File: src/rtl/fetch_pc_unit.sv
// Program counter and instruction-fetch sequencer.
// Holds the word-addressed PC and fetches one instruction per req/ack handshake.
// It presents the instruction to the datapath and advances the PC on commit.
// Handshake: imem_req is high for the whole FETCH state, and imem_addr is held at pc.
// The transfer happens on the rising edge where imem_req and imem_ack are both high.
// commit is honoured only while instr_valid is high.
module fetch_pc_unit #(
   parameter logic [29:0] RESET_PC = 30'h0010_0000
) (
   input  logic        clk,
   input  logic        rst_n,
   output logic        imem_req,
   output logic [29:0] imem_addr,
   input  logic        imem_ack,
   input  logic [31:0] imem_rdata,
   output logic [31:0] instr,
   output logic        instr_valid,
   input  logic        commit,
   input  logic        branch_taken,
   input  logic [29:0] branch_off,
   input  logic        jump,
   input  logic [25:0] jump_target,
   input  logic        jump_reg,
   input  logic [31:0] reg_target,
   output logic [29:0] pc,
   output logic [29:0] pc_plus1,
   output logic        misaligned,
   output logic [1:0]  state_dbg
);

   typedef enum logic [1:0] {
      IDLE  = 2'd0,
      FETCH = 2'd1,
      EXEC  = 2'd2,
      HALT  = 2'd3
   } state_t;

   state_t      state_q, state_d;
   logic [29:0] pc_q, pc_d;
   logic [31:0] instr_q, instr_d;
   logic        misaligned_q, misaligned_d;

   logic [29:0] next_pc;
   logic        jr_misaligned;

   // State registers. Reset is synchronous and overrides every other input.
   always_ff @(posedge clk) begin
      if (!rst_n) begin
         state_q      <= IDLE;
         pc_q         <= RESET_PC;
         instr_q      <= 32'd0;
         misaligned_q <= 1'b0;
      end else begin
         state_q      <= state_d;
         pc_q         <= pc_d;
         instr_q      <= instr_d;
         misaligned_q <= misaligned_d;
      end
   end

   // Next-PC selection: JR, then J, then taken branch, then sequential.
   // All arithmetic wraps silently at 2^30.
   always_comb begin
      pc_plus1      = pc_q + 30'd1;
      jr_misaligned = jump_reg && (reg_target[1:0] != 2'b00);
      if (jump_reg) begin
         next_pc = reg_target[31:2];
      end else if (jump) begin
         next_pc = {pc_plus1[29:26], jump_target};
      end else if (branch_taken) begin
         next_pc = pc_plus1 + branch_off;
      end else begin
         next_pc = pc_plus1;
      end
   end

   // Sequencer: idle for one cycle, then fetch, execute, and either refetch or halt.
   always_comb begin
      state_d      = state_q;
      pc_d         = pc_q;
      instr_d      = instr_q;
      misaligned_d = misaligned_q;
      case (state_q)
         IDLE: begin
            state_d = FETCH;
         end
         FETCH: begin
            if (imem_ack) begin
               instr_d = imem_rdata;
               state_d = EXEC;
            end
         end
         EXEC: begin
            if (commit) begin
               if (jr_misaligned) begin
                  // A misaligned JR leaves pc untouched and parks the unit.
                  misaligned_d = 1'b1;
                  state_d      = HALT;
               end else begin
                  pc_d    = next_pc;
                  state_d = FETCH;
               end
            end
         end
         default: begin
            state_d = HALT;
         end
      endcase
   end

   assign imem_req    = (state_q == FETCH);
   assign instr_valid = (state_q == EXEC);
   assign imem_addr   = pc_q;
   assign pc          = pc_q;
   assign instr       = instr_q;
   assign misaligned  = misaligned_q;
   assign state_dbg   = state_q;

endmodule
File: config.mk
export PLATFORM = sky130hd
export DESIGN_NAME = fetch_pc_unit
export DESIGN_NICKNAME = d
export VERILOG_FILES = /design/src/rtl/fetch_pc_unit.sv
export SDC_FILE = /design/constraint.sdc
export NUM_CORES = 1
export LEC_CHECK = 0
export CAP_MARGIN = 20
export CORE_MARGIN = 3
export CORE_UTILIZATION = 34
export DETAILED_ROUTE_END_ITERATION = 10
export PLACE_DENSITY = 0.75
export SYNTH_ARGS = -nofsm -noshare
export SYNTH_HDL_FRONTEND = slang
export SYNTH_SLANG_ARGS = --single-unit
File: constraint.sdc
create_clock -name clk -period 8.5 [get_ports clk]
set_clock_uncertainty 0.05 [all_clocks]
set_input_delay 1.7 -clock clk [delete_from_list [all_inputs] [get_ports clk]]
set_output_delay 1.7 -clock clk [all_outputs]
set_load 0.05 [all_outputs]
# Word-level counts from Yosys, hierarchy flattened
# Cells that the tools add are included.
[classes]
add_sub_neg = 2
eq_ne = 4
muxes = 7
n_bitwise = 1
reduce_logical = 7
[ops]
columns = ["operator", "count"]
rows = [
  ["$mux W30", 3],
  ["$add A30 B1 Y30 const B", 1],
  ["$add A30 B30 Y30", 1],
  ["$mux W2", 3],
  ["$pmux W2 S3", 1],
  ["$reduce_and A3 Y1", 2],
  ["$ne A2 B1 Y1 const B", 2],
  ["$reduce_and A2 Y1", 2],
  ["$eq A2 B1 Y1 const B", 1],
  ["$eq A2 B2 Y1 const B", 1],
  ["$logic_not A2 Y1", 1],
  ["$reduce_bool A2 Y1", 1],
  ["$logic_and A1 B1 Y1", 1],
  ["$not A1 Y1", 1],
]
[word_totals]
reg_bits = 65
input_bits = 127
out_inout_bits = 127
wordCells = 25

# Logic depth before layout (Yosys ltp)
# Gate-level depths: netlist (run 1).
[logic_depth]
ltp_word = 5
depth_mapped = 16
depth_no_buf = 15

# Least setup slack after synthesis (run 1)
# No wires, ideal clock.
[synth_path]
path_kind = "register to register"
from = "reg pc_q[0] (netlist: imem_addr[0])"
to = "reg pc_q[29] (netlist: imem_addr[29])"
setup_ns = 0.074
t_arrival_ns = 4.681
t_required_ns = 8.376
slack_ns = 3.695
stages_incl_launch_ff = 17
n_path_buf = 1
period_less_slack_ns = 4.805
path_cell_list = "dfxtp_1 > ha_1 > nand4_1 > or3_1 > nor3_1 > nand2_1 > xnor2_1 > ha_1 > clkbuf_1 > a211oi_1 > nor2_1 > o21ai_0 > a21oi_1 > a211oi_1 > nor4b_1 > mux2i_1 > a31oi_1"
[synth_via]
elab_chain_cells = 5
[synth_rtl]
columns = ["item", "line_no", "source"]
rows = [
  ["from (decl)", "39", "logic [29:0] pc_q, pc_d;"],
  ["from (signal assigned)", "55", "pc_q <= pc_d;"],
  ["$add A30 B1 Y30", "64", "pc_plus1 = pc_q + 30'd1;"],
  ["named net pc_plus1[22]", "26", "output logic [29:0] pc_plus1,"],
  ["$add A30 B30 Y30", "71", "next_pc = pc_plus1 + branch_off;"],
  ["$mux W30", "70", "end else if (branch_taken) begin"],
  ["$mux W30", "68", "end else if (jump) begin"],
  ["$mux W30", "66", "if (jump_reg) begin"],
]
# The timed path passes the listed nets, and every way through them passes these cells.
# A chain may end at the register's enable or synchronous reset.

# Worst setup path after layout (run 1)
[layout_path]
from = "reg pc_q[0] (netlist: imem_addr[0])"
to = "out pc_plus1[26]"
[layout_via]
elab_chain_cells = 1
[layout_rtl]
columns = ["item", "line_no"]
rows = [
  ["$add A30 B1 Y30", "64"],
  ["to (decl)", "26"],
]
# No other way between the ends.

==> impl_metrics.json, run 1 <==
{
  "outcome": "finished, final reports clean",
  "postRouteAntennaNets": 0,
  "rsz0062_at_grt": "false",
  "htreeDepth": 3,
  "timing_hold_violations_final": 0,
  "r2r_cells": 13,
  "yosys_register_bits": 65,
  "drc_errors": 0,
  "cp_max_fo": 8,
  "antenna_found_initial": 2,
  "start_util_pct": 35.4,
  "die_h_um": 136,
  "layout.nets": 1137,
  "dp_hpwl_um": 16700,
  "fmax_mhz": 182,
  "synthesis.area_mm2": 0.00572,
  "fin_crit_sh_pct": 64.5,
  "finalSetupViolations": 0,
  "io_buffers": 253,
  "power_mw": 1.03,
  "setup_tns_ns": 0,
  "die_area_mm2": 0.0184,
  "yosysTopAreaCell": "dfxtp_1",
  "gp_congestion": 0.930,
  "regToRegEndpoint": "imem_addr[29]",
  "cts_tree": "done",
  "async_reset_ff_share_pct": 0,
  "grt_pass1_wl_um": 34000,
  "avgViaCountPerCell": 5.41,
  "hold_path_class": "register to register",
  "area_growth_pct": 49.0,
  "firstDrtPassIters": 5,
  "hp-start": "instr[31]",
  "synth_nets": 940,
  "power_density_mw_per_mm2": 121,
  "ys_seq_area_share_pct": 22.8,
  "synth_cells": 776,
  "synth-edff-count": 0,
  "cap_violations": 0,
  "cts_buffers": 9,
  "critPathCaptureType": "output port",
  "yosysTopAreaCellShare_pct": 22.8,
  "yosysWarnings": 0,
  "grt_max_degree": 75,
  "drt_iter0_markers": 532,
  "slew_headroom_pct": 43.3,
  "pin_count": 254,
  "die_w_um": 136,
  "clk-insertion-delay-late_ns": 0.34,
  "grt_pass1_vias": 6195,
  "regArea_mm2": 0.00130,
  "synthFlopType": "dfxtp_1",
  "worstMarginPinSlew_ns": 0.846,
  "synth_area_leaders": "dfxtp_1 (23%), nand2_1 (9.5%), ha_1 (7.9%), a21boi_0 (4.7%), buf_4 (3.9%)",
  "fill_cells": 1528,
  "final_layout_size_suffix_gt1_share_pct": 3.68,
  "wl_um": 22400,
  "cts_resized": 0,
  "synthDistinctLibCells": 66,
  "wl_per_cell_um": 18.7,
  "cellLeakagePower_nw": 3.29,
  "path_clk_slew_ns": 0.06,
  "cts_root_buffer": "clkbuf_16",
  "vdd_drop_max_mv": 0.0948,
  "grt_overflow": 0,
  "cts_sinks": 65,
  "avgSynthCellArea_um2": 7.37,
  "arrival_ns": 3.74,
  "core_area_mm2": 0.0162,
  "grtUsageTotal_pct": 23.4,
  "vias": 6471,
  "rows": 46,
  "ctsHoldBuffers": 0,
  "start_kind": "register",
  "finalCriticalPeriod_ns": 5.49,
  "hold_path_depth": 2,
  "clockBufferDepth": 2,
  "multi_input_area_mm2": 0.00397,
  "worstSetupPathType": "register to output port",
  "r2r-start": "imem_addr[0]",
  "maxSlewViolCount": 0,
  "postCtsSetupRepairBufs": 0,
  "required_ns": 6.75,
  "min_to": "instr[31]",
  "reg2reg_slack_ns": 4.08
}
[worst max path at each step]
stage                       startpoint            end  slack (ns)  cells after the start
after floorplan           imem_addr[0]  imem_addr[29]        3.69                     16
after global placement    imem_addr[0]   pc_plus1[26]        3.49                      7
after detailed placement  imem_addr[0]   pc_plus1[26]        3.40                      7
after CTS                 imem_addr[0]   pc_plus1[26]        3.03                      7
after global routing      imem_addr[0]   pc_plus1[26]        2.83                      7
final                     imem_addr[0]   pc_plus1[26]        3.01                      7
[area by class of cell]
| class | instances | share of cell area (%) |
|---|---|---|
| multi-input combinational | 621 | 46.6 |
| tap | 216 | 3.17 |
| inverter | 15 | 0.661 |
| clock buffer | 9 | 2.64 |
| sequential | 65 | 15.3 |
| timing repair buffer | 261 | 30.7 |
| clock inverter | 7 | 0.925 |
| antenna | 2 | 0.0588 |
[report_power, final]
group,internal [mW],switching (mW)
sequential,0.316,0.0111
clock,0.230,0.161
combinational,0.132,0.177
total,0.679,0.350
[cells by family after synthesis]
family | synth area share [%]
DFF | 22.8
AOI/OAI and AO/OA | 28.1
and+or+nand+nor | 24.4
adders and majority gates | 8.23
xor gates and xnor gates | 7.02
buffers and inverters | 7.88
muxes | 1.58
[metrics by stage]
step                std cells  instance area [um2]  util [%]  setup WS [ns]  hold WS [ns]
global route             1196                 8520      52.7           2.83         0.441
floorplan                 776                 5720         -           3.69         0.627
finish                   1196                 8520      52.7           3.01         0.412
detailed placement       1176                 8170      50.5           3.40         0.407
CTS                      1192                 8470      52.4           3.03         0.415
global placement         1176                 8170      50.5           3.49         0.398
[synthesized netlist by cell type (14+ instances only)]
cell type / instances
nand4_1: 16
xor2_1: 22
clkbuf_1: 44
xnor2_1: 22
ha_1: 36
buf_4: 30
o21ai_0: 41
o211ai_1: 20
nor2_1: 40
nand2_1: 145
a21oi_1: 44
dfxtp_1: 65
a211oi_1: 14
nand3_1: 26
a21boi_0: 36
[cells in the final DEF, fill, tap and decap left out, drive strengths merged, types with 13 or more instances in the layout]
| master | netlist | routed |
|---|---|---|
| clkdlybuf4s50 | 0 | 252 |
| nand2 | 145 | 145 |
| dfxtp | 65 | 65 |
| a21oi | 44 | 44 |
| o21ai | 44 | 44 |
| nor2 | 41 | 41 |
| a21boi | 37 | 37 |
| ha | 36 | 36 |
| nand3 | 26 | 26 |
| xnor2 | 23 | 23 |
| xor2 | 22 | 22 |
| o211ai | 20 | 20 |
| nand4 | 17 | 17 |
| inv | 13 | 15 |
| a211oi | 14 | 14 |
| nor3 | 13 | 13 |
| a21o | 13 | 13 |
[sequential cells by signal, indices dropped and copies added (netlist names)]
register / count
state_dbg: 2
misaligned: 1
imem_addr: 30
instr: 32
[critical path, stage by stage (launching register included)]
cell and delay, ns:
dfxtp_1 0.48, ha_1 0.26, nand4_1 0.18, or3_1 0.53, nor3_1 0.49, and3_1 0.24
xor2_1 0.33, clkdlybuf4s50_1 0.88
[per-layer routing]
layer / GRT usage, % / part of all wire (%) / vias to the layer above
met5: 0 / 0 / -
met4: 7.11 / 2.1 / 0
met3: 4.83 / 7.6 / 33
met2: 39.4 / 48 / 282
met1: 30.1 / 43 / 2973
li1: - / - / 3183
(Power assumes the default switching activity.)
==> run 2: changes to the inputs <==
- clock period: 8.5 -> 5.4 ns (I/O delays scaled with it)
==> impl_metrics.json, run 2 (synthesized netlist as in run 1, its figures left out) <==
{
  "area_growth_pct": 49.6,
  "cap_violations": 0,
  "cts_resized": 0,
  "final_layout_size_suffix_gt1_share_pct": 4.07,
  "wl_per_cell_um": 18.7,
  "fmax_mhz": 210,
  "cts_tree": "done",
  "drt_iter0_markers": 506,
  "clk-insertion-delay-late_ns": 0.34,
  "mostFrequentLayoutCell": "clkdlybuf4s50_1",
  "vdd_drop_max_mv": 0.132,
  "whs_ns": 0.411,
  "antenna_found_initial": 0,
  "start_kind": "register",
  "die_area_mm2": 0.0184,
  "critPathCaptureType": "output port",
  "dp_hpwl_um": 17000,
  "arrival_ns": 3.64,
  "clockBufferDepth": 2,
  "core_area_mm2": 0.0162,
  "cts_buffers": 9,
  "die_w_um": 136,
  "rsz0062_at_grt": "false",
  "finalSetupViolations": 0,
  "n_antenna_cell": 0,
  "path_clk_slew_ns": 0.06,
  "gp_congestion": 0.938,
  "cts_sinks": 65,
  "largest_register_ffs": 32,
  "die_h_um": 136,
  "cellLeakagePower_nw": 3.30,
  "path_cells": "ha_1 -> nand4_1 -> or3_1 -> nor3_1 -> and3_1 -> xor2_1 -> clkdlybuf4s50_1",
  "required_ns": 4.27,
  "grt_overflow": 0,
  "postRouteAntennaNets": 0,
  "worstMarginPinSlew_ns": 0.789,
  "htreeDepth": 3,
  "multi_input_area_mm2": 0.00397,
  "maxSlewViolCount": 0,
  "power_mw": 1.62,
  "ctsHoldBuffers": 0,
  "worstSetupPathType": "register to output port",
  "grt_max_degree": 39,
  "fin_crit_sh_pct": 88.3,
  "drc_errors": 0,
  "finalCriticalPeriod_ns": 4.77,
  "wl_met1_um": 9500,
  "cp_max_fo": 8,
  "regArea_mm2": 0.00130,
  "outcome": "finished, final reports clean",
  "layout.nets": 1141,
  "start_util_pct": 35.4,
  "rows": 46,
  "power_density_mw_per_mm2": 189,
  "grt_pass1_vias": 6298,
  "layout_common_cells": "clkdlybuf4s50_1 (252), nand2_1 (145), dfxtp_1 (65)",
  "firstDrtPassIters": 5,
  "wl_um": 22400,
  "crit_path_top_delay_cell": "clkdlybuf4s50_1",
  "hold_path_class": "register to register",
  "critPathMaxStageDelay_ns": 0.86,
  "pin_count": 254,
  "timing_hold_violations_final": 0,
  "vias": 6576,
  "route.met2.wl_um": 10700,
  "grtUsageTotal_pct": 23.6,
  "top_layer_used": "met4",
  "postCtsSetupRepairBufs": 0,
  "grt_pass1_wl_um": 34400,
  "io_buffers": 253,
  "fill_cells": 1520,
  "avgViaCountPerCell": 5.49,
  "slew_headroom_pct": 47.0,
  "setup_tns_ns": 0,
  "routed-wl-met3_um": 1580,
  "cts_root_buffer": "clkbuf_16"
}
run 2: final cells by class:
| cell class | count | share of cell area, % |
|---|---|---|
| sequential | 65 | 15.2 |
| tap | 216 | 3.16 |
| inverter | 15 | 0.658 |
| multi-input combinational | 621 | 46.4 |
| clock buffer | 10 | 2.79 |
| timing repair buffer | 265 | 31.1 |
| clock inverter | 6 | 0.775 |
run 2: through the flow:
| step | area [um2] | utilization [%] | setup WS (ns) | instances |
|---|---|---|---|---|
| after floorplan | 5720 | - | 0.595 | 776 |
| after CTS | 8500 | 52.6 | 0.611 | 1196 |
| after global routing | 8560 | 52.9 | 0.404 | 1198 |
| final | 8560 | 52.9 | 0.632 | 1198 |
| after detailed placement | 8200 | 50.7 | 0.977 | 1180 |
| after global placement | 8200 | 50.7 | 1.11 | 1180 |
run 2: worst max-delay path, delay by kind of cell, from the launching register on:
kind | cells | cell delay, ns
fa+ha+maj | 1 | 0.26
xor+xnor | 1 | 0.27
flops | 1 | 0.47
simple gates | 4 | 1.45
buf+inv | 1 | 0.86
run 2: power by group:
part | switching (mW) | total [mW] | internal (mW)
clock network | 0.241 | 0.612 | 0.371
logic | 0.281 | 0.492 | 0.211
registers | 0.0172 | 0.515 | 0.498
run 2: final timing paths:
path,from,end,slack (ns),depth (start not counted)
setup / recovery,imem_addr[0],pc_plus1[26],0.63,7
hold / removal,instr[10],instr[10],0.41,2
setup reg to reg,imem_addr[0],imem_addr[29],1.07,15
hold reg to reg,instr[10],instr[10],0.41,2
run 2: per-layer routing:
layer / up-vias / global-route usage [%]
met5: - / 0
met4: 0 / 9.01
met3: 45 / 4.46
met2: 282 / 39.0
met1: 3071 / 30.4
li1: 3178 / -
